### config.mk
export PLATFORM = sky130hd
export DESIGN_NAME = bcd_7seg_scan
export DESIGN_NICKNAME = d
export VERILOG_FILES = /design/src/rtl/bcd_7seg_scan.sv
export SDC_FILE = /design/constraint.sdc
export NUM_CORES = 1
export LEC_CHECK = 0
export ABC_AREA = 1
export ABC_CLOCK_PERIOD_IN_PS = 4000
export BUFFER_PORTS_ARGS = -buffer_cell sky130_fd_sc_hd__buf_4
export CAP_MARGIN = 25
export CORE_MARGIN = 3
export CORE_UTILIZATION = 40
export CTS_CLUSTER_DIAMETER = 80
export DETAILED_ROUTE_END_ITERATION = 6
export HOLD_SLACK_MARGIN = 0.1
export PLACE_DENSITY = 0.67
export SETUP_SLACK_MARGIN = 0.2
export SYNTH_ARGS = -nofsm -noshare
export SYNTH_HDL_FRONTEND = slang
export SYNTH_SLANG_ARGS = --single-unit
### constraint.sdc
create_clock -name clk -period 4 [get_ports clk]
set_input_delay 0.2 -clock clk [delete_from_list [all_inputs] [get_ports clk]]
set_output_delay 0.2 -clock clk [all_outputs]
set_load 0.01 [all_outputs]
### src/rtl/bcd_7seg_scan.sv
// bcd_7seg_scan
// Captures the units/tens/hundreds BCD digits from the converter on a rising
// in_DONE and drives a 3-digit multiplexed common-anode 7-segment display.
// It also sends a one-cycle out_INIT request back to the converter. One
// request follows reset release. After that a request is sent every
// UPDATE_FRAMES complete scan frames.
//
// Optional build macro:
//   BCD_LZB_EN  leading-zero blanking of the hundreds and tens digits.
//
// Scan state machine (digit currently selected):
//   state        | meaning
//   DIG_UNITS    | units digit selected, anode bit0 driven low
//   DIG_TENS     | tens digit selected, anode bit1 driven low
//   DIG_HUNDREDS | hundreds digit selected, anode bit2 driven low

module bcd_7seg_scan #(
   parameter int REFRESH_DIV   = 50000,
   parameter int UPDATE_FRAMES = 16
) (
   input  logic       clk,
   input  logic       rst,
   input  logic [3:0] in_UND,
   input  logic [3:0] in_DEC,
   input  logic [3:0] in_CEN,
   input  logic       in_DONE,
   output logic       out_INIT,
   output logic [6:0] out_SEG,
   output logic [2:0] out_AN,
   output logic       out_VALID
);

   localparam int PW = (REFRESH_DIV > 1) ? $clog2(REFRESH_DIV) : 1;
   localparam int FW = (UPDATE_FRAMES > 1) ? $clog2(UPDATE_FRAMES) : 1;
   localparam logic [PW-1:0] PRESC_TC = PW'(REFRESH_DIV - 1);
   localparam logic [FW-1:0] FRAME_TC = FW'(UPDATE_FRAMES - 1);

   localparam logic [6:0] SEG_BLANK = 7'h7F;
   localparam logic [6:0] SEG_DASH  = 7'h3F;

   generate
      if (REFRESH_DIV < 2) begin : g_bad_div
         $error("bcd_7seg_scan: REFRESH_DIV must be at least 2");
      end
      if (UPDATE_FRAMES < 1) begin : g_bad_frames
         $error("bcd_7seg_scan: UPDATE_FRAMES must be at least 1");
      end
   endgenerate

   typedef enum logic [1:0] {
      DIG_UNITS    = 2'd0,
      DIG_TENS     = 2'd1,
      DIG_HUNDREDS = 2'd2
   } dig_t;

   dig_t          dig_q;
   dig_t          dig_d;

   logic [PW-1:0] presc_q;
   logic          presc_tc;
   logic [FW-1:0] frame_q;
   logic          frame_tc;
   logic          scan_wrap;

   logic          done_q;
   logic          capture;
   logic [3:0]    und_q;
   logic [3:0]    dec_q;
   logic [3:0]    cen_q;
   logic          valid_q;

   logic          boot_q;
   logic          init_q;
   logic [6:0]    seg_q;
   logic [2:0]    an_q;

   logic [2:0]    an_nxt;
   logic [3:0]    sel_code;
   logic          sel_blank;
   logic [6:0]    seg_nxt;
   logic          blank_cen;
   logic          blank_dec;

   // Active-low segment patterns {g,f,e,d,c,b,a}. Non-decimal codes show a dash.
   function automatic logic [6:0] seg_decode(input logic [3:0] code);
      logic [6:0] seg;
      case (code)
         4'd0:    seg = 7'h40;
         4'd1:    seg = 7'h79;
         4'd2:    seg = 7'h24;
         4'd3:    seg = 7'h30;
         4'd4:    seg = 7'h19;
         4'd5:    seg = 7'h12;
         4'd6:    seg = 7'h02;
         4'd7:    seg = 7'h78;
         4'd8:    seg = 7'h00;
         4'd9:    seg = 7'h10;
         default: seg = SEG_DASH;
      endcase
      return seg;
   endfunction

   assign capture   = in_DONE & ~done_q;
   assign presc_tc  = (presc_q == PRESC_TC);
   assign frame_tc  = (frame_q == FRAME_TC);
   assign scan_wrap = presc_tc && (dig_q == DIG_HUNDREDS);

`ifdef BCD_LZB_EN
   // A zero hundreds digit is a leading zero. A zero tens digit is a leading
   // zero only when hundreds is also zero. Dash codes are never zero, so a
   // dash is never blanked.
   assign blank_cen = (cen_q == 4'd0);
   assign blank_dec = (cen_q == 4'd0) && (dec_q == 4'd0);
`else
   assign blank_cen = 1'b0;
   assign blank_dec = 1'b0;
`endif

   // Detect a rising in_DONE and load the digit registers when it occurs.
   // A level that is held high does not reload the digits.
   always_ff @(posedge clk or negedge rst) begin
      if (!rst) begin
         done_q  <= 1'b0;
         und_q   <= 4'd0;
         dec_q   <= 4'd0;
         cen_q   <= 4'd0;
         valid_q <= 1'b0;
      end else begin
         done_q <= in_DONE;
         if (capture) begin
            und_q   <= in_UND;
            dec_q   <= in_DEC;
            cen_q   <= in_CEN;
            valid_q <= 1'b1;
         end
      end
   end

   // The refresh prescaler sets how long each digit stays selected.
   always_ff @(posedge clk or negedge rst) begin
      if (!rst) begin
         presc_q <= '0;
      end else if (presc_tc) begin
         presc_q <= '0;
      end else begin
         presc_q <= presc_q + PW'(1);
      end
   end

   // Scan state register.
   always_ff @(posedge clk or negedge rst) begin
      if (!rst) begin
         dig_q <= DIG_UNITS;
      end else begin
         dig_q <= dig_d;
      end
   end

   // Next scan state, anode pattern and digit selection for the current state.
   always_comb begin
      dig_d     = dig_q;
      an_nxt    = 3'b111;
      sel_code  = und_q;
      sel_blank = 1'b0;
      case (dig_q)
         DIG_UNITS: begin
            an_nxt   = 3'b110;
            sel_code = und_q;
            if (presc_tc) dig_d = DIG_TENS;
         end
         DIG_TENS: begin
            an_nxt    = 3'b101;
            sel_code  = dec_q;
            sel_blank = blank_dec;
            if (presc_tc) dig_d = DIG_HUNDREDS;
         end
         DIG_HUNDREDS: begin
            an_nxt    = 3'b011;
            sel_code  = cen_q;
            sel_blank = blank_cen;
            if (presc_tc) dig_d = DIG_UNITS;
         end
         default: begin
            dig_d = DIG_UNITS;
         end
      endcase
   end

   // Segment pattern for the selected digit. The display stays dark until the
   // first capture.
   always_comb begin
      seg_nxt = SEG_BLANK;
      if (valid_q && !sel_blank) begin
         seg_nxt = seg_decode(sel_code);
      end
   end

   // Count complete frames. Request a conversion on the last frame wrap and
   // once right after reset release.
   always_ff @(posedge clk or negedge rst) begin
      if (!rst) begin
         frame_q <= '0;
         boot_q  <= 1'b1;
         init_q  <= 1'b0;
      end else begin
         boot_q <= 1'b0;
         init_q <= boot_q | (scan_wrap & frame_tc);
         if (scan_wrap) begin
            if (frame_tc) begin
               frame_q <= '0;
            end else begin
               frame_q <= frame_q + FW'(1);
            end
         end
      end
   end

   // Register the pin-facing segment and anode drives.
   always_ff @(posedge clk or negedge rst) begin
      if (!rst) begin
         seg_q <= SEG_BLANK;
         an_q  <= 3'b111;
      end else begin
         seg_q <= seg_nxt;
         an_q  <= an_nxt;
      end
   end

   assign out_INIT  = init_q;
   assign out_SEG   = seg_q;
   assign out_AN    = an_q;
   assign out_VALID = valid_q;

endmodule

==> flow_summary.ini, run 1 <==
[clocking]
insertion_delay_ns = 0.31
clockBufferDepth = 2
clk_pin_slew_worst_paths_ns = 0.10
cts.sinks = 48
cts_root_buf = clkbuf_8
cts_tree = done
h-tree-depth = 2
cts_buffers = 5
post_cts_resize_count = 0

[global_routing]
grt_max_degree = 49
grt_overflow = 0
grt_pass1_vias = 1727
antenna_found_initial = 0
grt_pass1_wl_um = 7850
grt_usage_pct = 13.4

[timing]
fin_crit_sh_pct = 48.5
relSlewSlack_pct = 60.3
tns_ns = 0
drv_slew = 0
finalSetupViolCount = 0
rsz0062_at_grt = false
fmax_ghz = 0.515
hold_violations = 0
timing.hold.ws_ns = 0.114
tightest_slew_ns = 0.596
period_minus_slack_ns = 1.94
skew_ns = 0.0106

[critical_path]
end_kind = flop
required_ns = 4.24
slowest_stage = ha_1
cp_cell_sequence = inv_1 -> ha_1 -> inv_1 -> nand2_1 -> nand2_1 -> ha_1 -> nand3_1 -> nand3_1 -> nand3_1
max_stage_delay_ns = 0.52
r2r_slack_ns = 2.06
crit_fanout = 11
rr_worst_depth = 9
path_delay_family = adder cells
critPathLaunchType = flop
cpMostUsedCell = nand3_1
crit_cells = 9
worst-setup-path-type = reg -> reg
r2r_start = dig_q[1]
path_buf_inv = 2
cp_data_arrival_time_ns = 2.19
reg2reg_to = out_SEG[4]

[hold_path]
min_from = in_DEC[3]
hold_path_end = dec_q[3]
hp-class = in -> reg
holdPathStages = 2

[logic_synthesis]
synth_edf_count = 0
netlist_area_um2 = 2450
asyncSetResetFlopFracSynth_pct = 100
synth-seq-cells = 48
yosysSeqAreaShare_pct = 49.5
syn_inst = 277
synth_ff_type = dfrtp_1
ys_warn_count = 0
synth_fp_nets = 302
synth.distinct_cells = 32
syn_area_per_cell_um2 = 8.85

[finish]
syn2layout_area_growth_pct = 16.2
fillers = 546
drive_gt1_share_pct = 24.5
diodes = 0
multi_input_area_um2 = 1090
regArea_um2 = 1210
instances_no_fill = 382
design_area_um2 = 2850
finalNetCount = 334

[placed_design]
gp_congestion = 0.841
dp_cells = 372
portBuffers = 26
placed_area_um2 = 2710
place_hpwl_um = 3330

[route]
num_vias = 1804
wl_per_cell_um = 11.5
drtPass1Iterations = 4
drc = 0
drtIter0Drc = 114
wl_um = 4410
vias_per_cell = 4.72
drtAntennaViolNets = 0

[power]
ir_drop_uv = 159
leakagePower_nw = 1.39
power_density_nw_per_um2 = 366

[outcome]
outcome = completed

[floorplanning]
dieArea_um2 = 7110
fp.dieW_um = 84.3
ios = 27
core_area_um2 = 5710
initial_utilization_pct = 43.0
row_count = 27
die_height_um = 84.3

[job]
max-cap-violations = 0
## synthesized netlist by cell type, types with 4 or more instances
master,count,share of area [%]
ha_1,10,5.1
dfstp_2,11,12
nor2_1,24,3.7
mux2_2,11,5.1
nand3_1,23,4.7
dfrtp_1,37,38
nor2_2,4,1.0
xor2_1,6,2.1
o21ai_1,4,0.82
nand2_1,80,12
nand2_2,6,1.5
inv_1,32,4.9
o21bai_1,4,1.2
## flip-flops by register name (all words and copies together) (netlist names)
signal     count
dec_q          4
out_INIT       1
out_VALID      1
frame_q        4
und_q          4
cen_q          4
dig_q          2
boot_q         1
presc_q       16
out_SEG        7
done_q         1
out_AN         3
## cell type report
type,count,area share (%)
clock buffers,5,2.42
clock inverters,3,1.62
inverters,33,4.39
multi-input cells,193,38.2
flip-flops and latches,48,42.6
well taps,72,3.16
repair buffers,28,7.55
## report_power, final
group,internal [mW],switching (mW)
clock network,0.188,0.169
logic,0.0677,0.0736
registers,0.530,0.0144
total,0.786,0.257
## per-stage QoR
stage	util [%]	total power, mW	setup WS (ns)
after detailed placement	47.5	0.695	2.10
after floorplan	-	0.634	2.26
final	49.9	1.04	2.06
after global routing	49.9	1.10	1.85
after CTS	49.9	1.06	2.06
after global placement	47.5	0.693	2.17
## kinds of logic (layout without fill, tap and decap cells)
group                      Yosys count  in the layout  synth area share, %
and+or+nand+nor                    147            147                 26.6
DFF                                 48             48                 49.5
buffers and inverters               36             69                 6.07
AOI/OAI and AO/OA                   17             17                 4.95
muxes                               11             11                 5.05
adders and majority gates           10             10                 5.10
xor gates and xnor gates             7              7                 2.50
other                                1              1                0.153
## placed cells by master (no fill, tap or decap)
cell type      netlist  layout
a21oi_1              3       3
a21oi_4              1       1
and2_1               1       1
buf_4                1      26
bufinv_16            0       1
clkbuf_8             0       5
clkinv_2             1       1
clkinvlp_4           0       1
conb_1               1       1
dfrtp_1             37      37
dfstp_2             11      11
dlygate4sd3_1        0       2
ha_1                10      10
inv_1               32      32
inv_6                0       1
mux2_2              11      11
nand2_1             80      80
nand2_2              6       6
nand2_4              1       1
nand3_1             23      23
nand3_2              2       2
nand4_1              1       1
nor2_1              24      24
nor2_2               4       4
nor2_4               2       2
o21ai_0              3       3
o21ai_1              4       4
o21ai_2              1       1
o21ai_4              1       1
o21bai_1             4       4
or2_0                1       1
or2_1                1       1
or2_2                1       1
xnor2_1              1       1
xor2_1               6       6
## metal layers
layer,up-vias,GRT usage (%),wire length [um]
li1,930,-,-
met1,840,18.5,2180
met2,28,20.7,2020
met3,6,2.94,130
met4,0,4.53,76
met5,-,0,0
## what timing repair did
action,in CTS,in global routing
endpoints found under the hold margin,38,0
hold buffers,2,0
buffers inserted,0,0
## worst max-delay path by stage
| stage | from | end |
|---|---|---|
| after floorplan | dig_q[0] | out_SEG[3] |
| after global routing | dig_q[1] | out_SEG[4] |
| after global placement | dig_q[0] | out_SEG[3] |
| after detailed placement | dig_q[0] | out_SEG[3] |
| final | dig_q[1] | out_SEG[4] |
| after CTS | dig_q[0] | out_SEG[3] |
Note: power is estimated with default switching activity, not from simulation.
==> run 2, diff against run 1 <==
Settings changed: ABC_CLOCK_PERIOD_IN_PS 4000 to 1850.
Clock period 4 ns to 1.85 ns, I/O delays scaled along.
==> run 2 against run 1 <==
Net effect: non-clock buffer count increased by 30; critical path depth stayed put; largest power group unchanged; critical path type unchanged; global-route usage grew 1.5 points; first-iteration DRC count shrank 1.8%; clock power increased by 150%.
==> flow_summary.ini, run 2 (synthesis results as in run 1) <==
[outcome]
outcome = completed

[route]
wl_per_cell_um = 12.3
num_vias = 1945
drtAntennaViolNets = 0
vias_per_cell = 4.72
wl_um = 5080
drtIter0Drc = 112
drc = 0
drtPass1Iterations = 4

[critical_path]
cp_cell_sequence = inv_2 -> ha_4 -> or2_0 -> nand2_2 -> buf_4 -> ha_4 -> nand3_1 -> nand3_1 -> nand3_1
slowest_stage = dfrtp_1
critPathLaunchType = flop
cp_data_arrival_time_ns = 1.89
crit_fanout = 6
worst-setup-path-type = reg -> reg
cpMostUsedCell = nand3_1
max_stage_delay_ns = 0.40
end_kind = flop
required_ns = 2.07

[timing]
rsz0062_at_grt = true
skew_ns = 0.0104
fin_ws_ns = 0.186
hold_violations = 0
fmax_ghz = 0.601
relSlewSlack_pct = 59.7
period_minus_slack_ns = 1.66
drv_slew = 0
fin_crit_sh_pct = 89.9
tns_ns = 0
tightest_slew_ns = 0.604
finalSetupViolCount = 0

[placed_design]
dp_cells = 373
pre_cts_ws_ns = 0.101
gp_congestion = 0.785
place_hpwl_um = 3390
portBuffers = 26

[floorplanning]
die_height_um = 84.3
fp.dieW_um = 84.3
row_count = 27
dieArea_um2 = 7110
ios = 27
initial_utilization_pct = 43.0
core_area_um2 = 5710

[clocking]
cts_buffers = 5
cts_root_buf = clkbuf_8
insertion_delay_ns = 0.30
cts_tree = done
clockBufferDepth = 2
clk_pin_slew_worst_paths_ns = 0.09
h-tree-depth = 2
cts.sinks = 48

[finish]
fin_util_pct = 56.9
syn2layout_area_growth_pct = 32.6
regMostFlops = presc_q
largest_reg_flops = 16
instances_no_fill = 412
diodes = 0
drive_gt1_share_pct = 32.9
finalNetCount = 364
final_common_cell = nand2_1
layout_common_cells = nand2_1 (76), buf_4 (40), dfrtp_1 (37)
fillers = 477

[power]
ir_drop_uv = 422
power_density_nw_per_um2 = 757
finalPower_mw = 2.46
leakagePower_nw = 1.56

[global_routing]
grt_max_degree = 49
antenna_found_initial = 0
grt_overflow = 0
grt_pass1_vias = 1908
grt_usage_pct = 14.9
grt_pass1_wl_um = 8750

[hold_path]
hp-class = in -> async

[job]
max-cap-violations = 0
-- run 2: changes by cell type in the layout (fill, tap and decap cells not counted), moves of 4 or more --
cell,delta
ha_1,-6
inv_1,-5
nand3_1,-4
dlygate4sd3_1,+12
buf_4,+14
nand2_1,-4
inv_2,+4
nand3_2,+4
ha_4,+5
-- run 2: final timing paths --
check,to,from,cells after the start,slack [ns]
max,out_SEG[4],dig_q[1],9,0.19
min,presc_q[11],rst,2,0.35
max reg2reg,out_SEG[4],dig_q[1],9,0.19
min reg2reg,presc_q[0],presc_q[0],1,0.46
max in group asynchronous,presc_q[4],rst,2,1.10
min in group clk,done_q,in_DONE,2,0.45
-- run 2: report_power, final --
part / total, mW / switching, mW / internal, mW
clock: 0.885 / 0.344 / 0.540
combinational: 0.394 / 0.190 / 0.204
sequential: 1.18 / 0.0357 / 1.15
total: 2.46 / 0.570 / 1.89
-- run 2: worst max-delay path: cells and delay by family (launching register included) --
kind,cells,cell delay [ns]
flip-flops,1,0.40
adder cells (fa/ha/maj),2,0.36
AND/OR/NAND/NOR,5,0.55
buffers and inverters,2,0.26
-- run 2: metal layers --
| layer | vias up | global-route usage, % | part of all wire (%) |
|---|---|---|---|
| met2 | 31 | 23.8 | 49 |
| met5 | - | 0 | 0 |
| met1 | 917 | 20.0 | 48 |
| met4 | 0 | 4.09 | 0.32 |
| li1 | 994 | - | - |
| met3 | 3 | 3.73 | 2.6 |
-- run 2: cell type report --
| cell class | count | area, um2 | share of cell area, % |
|---|---|---|---|
| Sequential cell | 48 | 1210 | 37.4 |
| Multi-Input combinational cell | 193 | 1190 | 36.6 |
| Timing Repair Buffer | 58 | 494 | 15.2 |
| Inverter | 33 | 128 | 3.93 |
| Tap cell | 72 | 90.1 | 2.77 |
| Clock buffer | 6 | 72.6 | 2.23 |
| Clock inverter | 2 | 60.1 | 1.85 |
-- run 2: timing repair --
action	4_1_cts	5_1_grt
hold endpoints to repair	50	0
setup endpoints to repair	2	7
pin swaps	2	17
cloned	0	0
hold buffers	14	0
resized for setup	9	18
setup buffers	10	7
-- run 2: per-stage QoR --
step / hold WS, ns / instance area (um2)
after floorplan: -0.203 / 2460
after global placement: 0.147 / 2730
after detailed placement: 0.143 / 2730
after CTS: 0.361 / 3130
after global routing: 0.393 / 3250
final: 0.349 / 3250
==> run 3, diff against run 2 <==
Settings changed: PLACE_DENSITY 0.67 to not set, PLACE_DENSITY_LB_ADDON set to 0.25.
==> run 3 against run 2 <==
Net effect: routed wire length is 4.1% lower; die area unchanged; sequential power about the same; critical path depth rose by 2; clock power shrank 14%; utilization fell by 0.75 points; setup slack gained 0.028 ns; via count down 1.7%; fmax up 1.7%; final area decreased by 1.3%; combinational power down 2%; sequential cell count is the same.
==> flow_summary.ini, run 3 (synthesis results as in run 1) <==
[outcome]
outcome = completed

[floorplanning]
ios = 27
fp.dieW_um = 84.3
dieArea_um2 = 7110
die_height_um = 84.3
initial_utilization_pct = 43.0
core_area_um2 = 5710
row_count = 27

[timing]
finalSetupViolCount = 0
timing.hold.ws_ns = 0.337
tightest_slew_ns = 0.612
fin_ws_ns = 0.214
drv_slew = 0
relSlewSlack_pct = 59.2
rsz0062_at_grt = true
fin_crit_sh_pct = 88.4
fmax_ghz = 0.611
skew_ns = 0.0102
hold_violations = 0
tns_ns = 0
period_minus_slack_ns = 1.64

[power]
power_frac_clock_pct = 32.5
switching_share_pct = 24.9
intPower_mw = 1.75
leakagePower_nw = 1.54
comb_power_share_pct = 16.6
seqPwrFrac_pct = 50.9
p_sw_uw = 579
ir_drop_uv = 538
power_density_nw_per_um2 = 725

[clocking]
cts_buffers = 5
cts_root_buf = clkbuf_8
cts_tree = done
insertion_delay_ns = 0.31
h-tree-depth = 2
cts.sinks = 48
clockBufferDepth = 2
clk_pin_slew_worst_paths_ns = 0.09

[global_routing]
grt_max_degree = 49
grt_pass1_wl_um = 8180
antenna_found_initial = 0
grt_overflow = 0
grt_usage_pct = 14.2
grt_pass1_vias = 1858

[placed_design]
gp_congestion = 0.785
place_hpwl_um = 3320
dp_cells = 373
pre_cts_ws_ns = 0.172
portBuffers = 26

[hold_path]
hp-class = in -> async

[critical_path]
crit_fanout = 6
cp_cell_sequence = inv_2 -> ha_4 -> buf_6 -> nand3_4 -> nand2_4 -> ha_4 -> inv_1 -> nand2_1 -> nand2_1 -> nand2_1 -> nand2_1
required_ns = 2.09
path_buf_inv = 3
cp_data_arrival_time_ns = 1.88
max_stage_delay_ns = 0.41
path_delay_family = adder cells
slowest_stage = dfrtp_1
cpMostUsedCell = nand2_1
end_kind = flop
worst-setup-path-type = reg -> reg
critPathLaunchType = flop

[finish]
largest_reg_flops = 16
finalNetCount = 359
fin_util_pct = 56.2
instances_no_fill = 407
final_common_cell = nand2_1
fillers = 500
layout_common_cells = nand2_1 (71), buf_4 (38), dfrtp_1 (37)
regMostFlops = presc_q
syn2layout_area_growth_pct = 30.8
drive_gt1_share_pct = 33.1
diodes = 0

[route]
met1_length_um = 2310
drtPass1Iterations = 4
wl_um = 4870
wl_met2_um = 2340
vias_per_cell = 4.70
num_vias = 1911
top_layer = met4
drc = 0
drtIter0Drc = 88
wl_met3_um = 140
wl_per_cell_um = 12.0
drtAntennaViolNets = 0

[job]
max-cap-violations = 0
-- run 3: cell count changes in the layout (fill, tap and decap cells not counted), moves of 2 or more --
cell	delta
buf_6	-2
nand2_2	+2
inv_1	+2
or2_4	+2
nand3_2	-2
buf_4	-2
nand2_1	-5
nand2_4	+3
-- run 3: power groups by stage --
stage / registers [mW] / logic (mW) / clock network [mW]
finish: 1.18 / 0.385 / 0.757
global placement: 1.20 / 0.300 / 0
detailed placement: 1.20 / 0.305 / 0
floorplan: 1.21 / 0.162 / 0
CTS: 1.18 / 0.334 / 0.784
global route: 1.19 / 0.432 / 0.816
-- run 3: cell type report --
cell class / count / area, um2 / share of cell area (%)
clock buffer: 6 / 72.6 / 2.26
clock inverter: 2 / 35.0 / 1.09
inverter: 33 / 125 / 3.90
multi-input combinational: 193 / 1230 / 38.5
sequential: 48 / 1210 / 37.9
tap: 72 / 90.1 / 2.81
timing repair buffer: 53 / 437 / 13.6
-- run 3: worst paths after layout --
| check | cells after the start | to | start | slack [ns] |
|---|---|---|---|---|
| worst max register to register | 11 | out_SEG[3] | dig_q[1] | 0.21 |
| worst min register to register | 1 | presc_q[0] | presc_q[0] | 0.46 |
| max in group asynchronous | 2 | out_INIT | rst | 1.10 |
| worst max-delay path | 11 | out_SEG[3] | dig_q[1] | 0.21 |
| min in group clk | 2 | done_q | in_DONE | 0.45 |
| worst min-delay path | 2 | cen_q[0] | rst | 0.34 |
-- run 3: what timing repair did --
action,4_1_cts,5_1_grt
hold endpoints to repair,50,0
buffers inserted,4,8
gates resized for setup,1,33
pin swaps,2,10
hold buffers,14,0
setup endpoints to repair,2,7
-- run 3: metal layers --
metal / up-vias / global-route usage [%]
li1: 978 / -
met1: 906 / 17.5
met2: 21 / 24.1
met3: 6 / 3.63
met4: 0 / 4.82
met5: - / 0
-- run 3: per-stage QoR --
step	instance area (um2)	total power, mW
4_1_cts	3010	2.30
6_report	3210	2.33
5_1_grt	3210	2.44
3_3_place_gp	2730	1.50
2_1_floorplan	2460	1.37
3_5_place_dp	2730	1.51
